<file path="src/rtl/fir_sample_tx.sv">
// Sample transmitter feeding the FIR load_in/data_in interface: buffers upstream samples
// in a small FIFO and presents each one with a setup / stretched strobe / hold sequence.
module fir_sample_tx #(
   parameter int DATA_WIDTH   = 12,
   parameter int FIFO_DEPTH   = 4,
   parameter int SETUP_CYCLES = 1,
   parameter int PULSE_CYCLES = 3,
   parameter int HOLD_CYCLES  = 4
) (
   input  logic                          clk,
   input  logic                          rst_n,
   input  logic                          s_valid,
   input  logic [DATA_WIDTH-1:0]         s_data,
   output logic                          s_ready,
   input  logic                          flush,
   output logic                          load_out,
   output logic [DATA_WIDTH-1:0]         data_out,
   output logic                          busy,
   output logic [$clog2(FIFO_DEPTH):0]   fifo_level
);

   localparam int AW      = $clog2(FIFO_DEPTH);
   localparam int LW      = $clog2(FIFO_DEPTH) + 1;
   localparam int CNT_MAX = (SETUP_CYCLES > PULSE_CYCLES) ?
                            ((SETUP_CYCLES > HOLD_CYCLES) ? SETUP_CYCLES : HOLD_CYCLES) :
                            ((PULSE_CYCLES > HOLD_CYCLES) ? PULSE_CYCLES : HOLD_CYCLES);
   localparam int CW      = $clog2(CNT_MAX + 1);

   localparam logic [CW-1:0] SETUP_LD = CW'(SETUP_CYCLES - 1);
   localparam logic [CW-1:0] PULSE_LD = CW'(PULSE_CYCLES - 1);
   localparam logic [CW-1:0] HOLD_LD  = CW'(HOLD_CYCLES - 1);

   typedef enum logic [1:0] {ST_IDLE, ST_SETUP, ST_STROBE, ST_HOLD} state_t;

   logic [DATA_WIDTH-1:0] r_mem [FIFO_DEPTH];
   logic [AW-1:0]         r_wr_ptr;
   logic [AW-1:0]         r_rd_ptr;
   logic [LW-1:0]         r_level;
   state_t                r_state;
   logic [CW-1:0]         r_cnt;
   logic                  r_load_out;
   logic [DATA_WIDTH-1:0] r_data_out;

   state_t                w_state_next;
   logic [CW-1:0]         w_cnt_next;
   logic                  w_pop;
   logic                  w_push;
   logic                  w_avail;

   assign s_ready    = (r_level != LW'(FIFO_DEPTH));
   assign w_push     = s_valid && s_ready && !flush;
   // A flush hides the buffered samples from the FSM in the same cycle it clears them.
   assign w_avail    = (r_level != '0) && !flush;
   assign load_out   = r_load_out;
   assign data_out   = r_data_out;
   assign busy       = (r_state != ST_IDLE);
   assign fifo_level = r_level;

   always_ff @(posedge clk) begin
      if (w_push) begin
         r_mem[r_wr_ptr] <= s_data;
      end
   end

   always_ff @(posedge clk or negedge rst_n) begin
      if (!rst_n) begin
         r_wr_ptr <= '0;
         r_rd_ptr <= '0;
         r_level  <= '0;
      end else if (flush) begin
         r_rd_ptr <= r_wr_ptr;
         r_level  <= '0;
      end else begin
         if (w_push) r_wr_ptr <= r_wr_ptr + AW'(1);
         if (w_pop)  r_rd_ptr <= r_rd_ptr + AW'(1);
         case ({w_push, w_pop})
            2'b10:   r_level <= r_level + LW'(1);
            2'b01:   r_level <= r_level - LW'(1);
            default: r_level <= r_level;
         endcase
      end
   end

   always_comb begin
      w_state_next = r_state;
      w_cnt_next   = r_cnt;
      w_pop        = 1'b0;
      case (r_state)
         ST_IDLE: begin
            if (w_avail) begin
               w_pop        = 1'b1;
               w_cnt_next   = SETUP_LD;
               w_state_next = ST_SETUP;
            end
         end
         ST_SETUP: begin
            if (r_cnt == '0) begin
               w_cnt_next   = PULSE_LD;
               w_state_next = ST_STROBE;
            end else begin
               w_cnt_next = r_cnt - CW'(1);
            end
         end
         ST_STROBE: begin
            if (r_cnt == '0) begin
               w_cnt_next   = HOLD_LD;
               w_state_next = ST_HOLD;
            end else begin
               w_cnt_next = r_cnt - CW'(1);
            end
         end
         ST_HOLD: begin
            if (r_cnt == '0) begin
               // Chain straight into the next sample so back-to-back traffic has no IDLE gap.
               if (w_avail) begin
                  w_pop        = 1'b1;
                  w_cnt_next   = SETUP_LD;
                  w_state_next = ST_SETUP;
               end else begin
                  w_state_next = ST_IDLE;
               end
            end else begin
               w_cnt_next = r_cnt - CW'(1);
            end
         end
         default: w_state_next = ST_IDLE;
      endcase
   end

   always_ff @(posedge clk or negedge rst_n) begin
      if (!rst_n) begin
         r_state    <= ST_IDLE;
         r_cnt      <= '0;
         r_load_out <= 1'b0;
         r_data_out <= '0;
      end else begin
         r_state    <= w_state_next;
         r_cnt      <= w_cnt_next;
         r_load_out <= (w_state_next == ST_STROBE);
         if (w_pop) begin
            r_data_out <= r_mem[r_rd_ptr];
         end
      end
   end

endmodule

</file>
<file path="config.mk">
export PLATFORM = sky130hd
export DESIGN_NAME = fir_sample_tx
export DESIGN_NICKNAME = d
export VERILOG_FILES = /design/src/rtl/fir_sample_tx.sv
export SDC_FILE = /design/constraint.sdc
export NUM_CORES = 1
export LEC_CHECK = 0
export CORE_MARGIN = 2
export CORE_UTILIZATION = 40
export CTS_BUF_LIST = sky130_fd_sc_hd__clkbuf_4 sky130_fd_sc_hd__clkbuf_8 sky130_fd_sc_hd__clkbuf_16
export DETAILED_ROUTE_END_ITERATION = 10
export PLACE_DENSITY = 0.63
export RECOVER_POWER = 50
export SETUP_SLACK_MARGIN = 0.5
export SYNTH_ARGS = -nofsm -noshare
export SYNTH_HDL_FRONTEND = slang
export SYNTH_SLANG_ARGS = --single-unit
</file>
<file path="constraint.sdc">
create_clock -name clk -period 2.9 [get_ports clk]
set_clock_uncertainty 0.1 [all_clocks]
set_input_delay 0.87 -clock clk [delete_from_list [all_inputs] [get_ports clk]]
set_output_delay 0.87 -clock clk [all_outputs]
set_load 0.005 [all_outputs]
</file>
# Word level (Yosys, flattened, before mapping)
# Memories as Yosys holds them, arrays and structs flattened. A register that Yosys moved wholly into a read port is not among the register bits.
# Cells that the tools add are included.
[totals]
word_cells = 52
mem_count = 1
output_inout_bits = 18
register_bits = 13
ram_bits = 48
input_bits = 16
[mem_list]
columns = ["name", "depth", "word_bits", "read_ports", "rd_ports_with_merged_regs", "wr", "line_no", "text"]
rows = [
  ["r_mem", 4, 12, 1, 1, 1, "35", "logic [DATA_WIDTH-1:0] r_mem [FIFO_DEPTH];"],
]
[op_classes]
n_addsub = 5
n_bitwise = 1
n_mux = 20
eq_ne = 7
n_reduce_logical = 12
[ops]
columns = ["operator", "n"]
rows = [
  ["two-way mux 3 bit", 5],
  ["two-way mux 2 bit", 6],
  ["one-hot mux 3 bit (4 select lines)", 1],
  ["equality test 2 bit (second input constant)", 4],
  ["one-hot mux 2 bit (4 select lines)", 1],
  ["one-hot mux 3 bit (2 select lines)", 1],
  ["nonzero test 3 bit", 2],
  ["subtractor 3 x 1 -> 3 bit (second input constant)", 2],
  ["two-way mux 1 bit", 5],
  ["adder 2 x 1 -> 2 bit (second input constant)", 2],
  ["equality test 2 x 1 -> 1 bit (second input constant)", 2],
  ["nonzero test 2 bit", 2],
  ["adder 3 x 1 -> 3 bit (second input constant)", 1],
  ["logical AND 1 bit", 3],
  ["zero test 3 bit", 1],
  ["!= test 3 bit (second input constant)", 1],
  ["zero test 1 bit", 2],
  ["zero test 2 bit", 1],
  ["one-hot mux 1 bit (2 select lines)", 1],
  ["AND reduction 2 bit", 1],
  ["NOT 1 bit", 1],
]

# Longest topological paths before layout
[depth]
depth_word = 8
mapped_depth = 10
depth_no_buf = 9

# Least setup slack after synthesis
# No wires, ideal clock.
[synth_path]
kind = "flip-flop to flip-flop"
startpoint = "reg r_state[0]"
endpoint = "reg r_level[2], in the netlist fifo_level[2]"
arrival_time_ps = 2390
t_required_ps = 2675
n_path_buf = 1
stages_incl_launch_ff = 10
slack_ps = 286
period_less_slack_ps = 2614
cell_sequence = "dfrtp_1 ha_1 and3b_1 o211ai_4 buf_4 nor2_1 fa_1 and3_1 mux2i_1 mux2_2"
[synth_via]
elab_chain_cells = 5
elab_cells_between_ends = 8
cone_classes = "eq/ne (3); mux (3); reduce/logical (2)"
[synth_rtl]
columns = ["element", "line_no", "text"]
rows = [
  ["start: declaration", "39", "state_t r_state;"],
  ["start signal: assignment", "137", "r_state <= w_state_next;"],
  ["equality test 2 bit / zero test 2 bit (equally long branches)", "88", "case (r_state)"],
  ["one-hot mux 1 bit (2 select lines) *", "88", ""],
  ["equality test 2 x 1 -> 1 bit / equality test 2 bit (equally long branches)", "76", "case ({w_push, w_pop})"],
  ["one-hot mux 3 bit (2 select lines)", "76", ""],
  ["two-way mux 3 bit", "70", "end else if (flush) begin"],
  ["end signal: assignment", "77", "2'b10: r_level <= r_level + LW'(1);"],
  ["end signal: assignment", "78", "2'b01: r_level <= r_level - LW'(1);"],
  ["end signal: assignment", "79", "default: r_level <= r_level;"],
  ["end: declaration", "38", "logic [LW-1:0] r_level;"],
]
# Every way passes the cells marked *; elsewhere a longest branch is shown, timed or not.
# A chain may end at the register's enable or synchronous reset.

# Worst setup path in the final report
[layout_path]
startpoint = "in s_valid"
endpoint = "reg r_level[2], in the netlist fifo_level[2]"
[layout_via]
elab_chain_cells = 5
elab_cells_between_ends = 7
cone_classes = "eq/ne (2); mux (2); reduce/logical (3)"
[layout_rtl]
columns = ["element", "line_no", "text"]
rows = [
  ["start: declaration", "12", "input logic s_valid,"],
  ["logical AND 1 bit * (2 in series)", "51", "assign w_push = s_valid && s_ready && !flush;"],
  ["equality test 2 x 1 -> 1 bit / equality test 2 bit (equally long branches)", "76", ""],
  ["one-hot mux 3 bit (2 select lines)", "76", ""],
  ["two-way mux 3 bit", "70", ""],
]
# Marks and branches as above.

==> run_results.csv <==
group,metric,value,unit
synthesis,async_flop_share,34.25,%
timing,drv_slew,0,
hold_path,hold_path_depth,1,
setup_path,worstSetupPathType,"in2reg",
clock_tree,clockBufferDepth,2,
synthesis,yosysTopAreaCell,"edfxtp_1",
placed_design,hpwlAfterDp,3.414,mm
final_layout,num-nets-final,276,
floorplanning,die_area,0.008465,mm2
clock_tree,clock-root-buffer,"clkbuf_8",
clock_tree,cts_buffers,9,
grt,antenna_found_initial,0,
final_layout,fin_cells,354,
synthesis,postSynthAreaPerCell,16.84,um2
power,p_leak,1.495,nW
clock_tree,cts_tree,"done",
final_layout,final_cell_mix,"edfxtp_1 (48), dfrtp_1 (23), buf_4 (20)",
detailed_routing,drt-initial-drc-count,81,
timing,finalCriticalPeriod,2.402,ns
grt,grt_pass1_vias,1830,
synthesis,yosysUniqueCellTypes,33,
setup_path,ff2ff_path_depth,9,
grt,grt_max_degree,26,
timing,finalSetupTns,0,ns
synthesis,synthTopCellsByArea,"edfxtp_1 (47%), dfrtp_1 (20%), mux4_2 (8.7%), mux2_2 (5.5%), ha_1 (4.4%)",
timing,worstMarginPinSlew,0.6513,ns
floorplanning,start_util,40.72,%
floorplanning,die_y,92.01,um
detailed_routing,drc_errors,0,
detailed_routing,met2_wirelength,2.711,mm
placed_design,place_congestion,0.8019,
hold_path,holdCritPathClass,"reg2reg",
detailed_routing,wl_met3,259,um
final_layout,area_growth,27.14,%
timing,max_freq,416.4,MHz
detailed_routing,wirelength_met1,2.502,mm
synthesis,yosysSeqAreaShare,66.72,%
setup_path,worst_ep_required_time,3.02,ns
detailed_routing,detail_route.wl_per_cell,15.63,um
clock_tree,clock_latency,0.34,ns
setup_path,critPathLaunchType,"input pin",
timing,hold_viol,0,
timing,finalSetupViolCount,0,
setup_path,crit_fanout,3,
power,p_per_area,914.9,mW/mm2
timing,min_period_over_period,82.81,%
clock_tree,clkTransAtPathRegs,0.07,ns
grt,grt_overflow_total,0,
grt,grt_usage,14.16,%
power,peakVddDrop,0.0003589,V
floorplanning,die_x,92.01,um
placed_design,dp_cells,324,
detailed_routing,wirelength,5.533,mm
detailed_routing,first_pass_iters,6,
synthesis,synth_ff_type,"edfxtp_1",
placed_design,pre_cts_slack,0.01409,ns
timing,rsz0062_at_grt,"true",
timing,relSlewSlack,56.58,%
grt,grt_pass1_wl,9.080,mm
synthesis,yosys_warnings,0,
flow_run,max_cap_violations,0,
setup_path,end_kind,"register",
final_layout,drive_gt1_share,32.14,%
placed_design,port_buffers,33,
detailed_routing,top_layer,"met4",
final_layout,utilization,51.78,%
detailed_routing,vias,1755,
floorplanning,core-area,0.007607,mm2
synthesis,synth-seq-cells,73,
clock_tree,clock-sinks,73,
detailed_routing,ant_nets,0,
synthesis,synth_top_area_share,46.53,%
synthesis,synthesis.area,0.003098,mm2
clock_tree,ctsHtreeMaxLevel,3,
setup_path,worst-endpoint-arrival,2.53,ns
run_status,status,"finished, final reports clean",
synthesis,syn-instance-count,184,
floorplanning,fp-row-count,32,
timing,setup_ws,0.4984,ns
synthesis,synthesis.nets,212,
final_layout,diodes,0,
floorplanning,io_pins,34,
detailed_routing,post_drt_via_cell_ratio,4.958,
final_layout,final_common_cell,"edfxtp_1",
synthesis,synth_edf_count,48,
-- cell usage after synthesis, drive strengths merged, types with 2 or more instances --
cell     count
o22ai        2
ha          11
nor2b        3
nand2        7
edfxtp      48
xnor2        3
nand2b       3
o21ai        9
nor2         8
o2bb2ai      2
a21oi        2
inv          9
mux4        12
mux2        16
mux2i        2
buf          2
clkbuf       2
dfrtp       25
nor3         2
and2         5
-- logic make-up after synthesis --
logic type / share of synthesized area (%)
xor+xnor: 0.8483
mux: 15.31
simple gates: 5.695
fa+ha+maj: 5.089
compound gates: 4.604
flops: 66.72
buf+inv: 1.737
-- sequential cells by signal (all words and copies together), names as in the netlist --
register,cells
fifo_level,3
data_out,12
r_mem,48
r_cnt,3
r_state,2
load_out,1
r_rd_ptr,2
r_wr_ptr,2
-- where the power goes --
group	switching (mW)	leakage (nW)	internal (mW)
Sequential	0.150	0.743	1.36
Clock	0.372	0.0854	0.308
Combinational	0.598	0.666	0.820
-- cell type report --
type / count / area, um2
fillers: 679 / 3669
flip-flops and latches: 73 / 2069
multi-input cells: 98 / 1023
repair buffers: 57 / 514.2
well taps: 102 / 127.6
clock buffers: 9 / 123.9
clock inverters: 6 / 43.79
inverters: 9 / 36.28
-- per-stage QoR --
stage | power (mW) | cell area, um2 | hold slack (ns)
3_5_place_dp | 2.829 | 3610 | 0.3917
4_1_cts | 3.603 | 3872 | 0.4087
3_3_place_gp | 2.811 | 3610 | 0.3878
6_report | 3.604 | 3939 | 0.4048
2_1_floorplan | 2.334 | 3108 | 0.3827
5_1_grt | 3.849 | 3939 | 0.4321
-- critical path, stage by stage --
cell,delay (ns)
dlygate4sd2_1,0.24
nand2_1,0.10
nor2_1,0.25
nor2_4,0.07
fa_2,0.36
and3_4,0.15
mux2i_1,0.14
mux2_2,0.34
-- metal layers --
metal,GRT usage [%],vias to the layer above
met4,3.980,0
met2,23.04,40
li1,-,816
met3,5.177,6
met5,0,-
met1,17.93,893
-- worst paths after layout --
check | start | end | slack, ns
setup / recovery | s_valid | fifo_level[2] | 0.50
hold / removal | data_out[0] | data_out[0] | 0.40
setup reg to reg | r_state[1] | fifo_level[2] | 0.53
hold reg to reg | data_out[0] | data_out[0] | 0.40
max in group asynchronous | rst_n | fifo_level[1] | 1.55
min in group asynchronous | rst_n | data_out[10] | 0.88
-- timing repair --
item,in CTS,in global routing
setup buffers,10,5
endpoints found under the setup margin,3,3
resized for setup,14,8
pin swaps,2,5
hold buffers,0,0
endpoints found under the hold margin,0,0
Power figures use the tool's default switching activity.
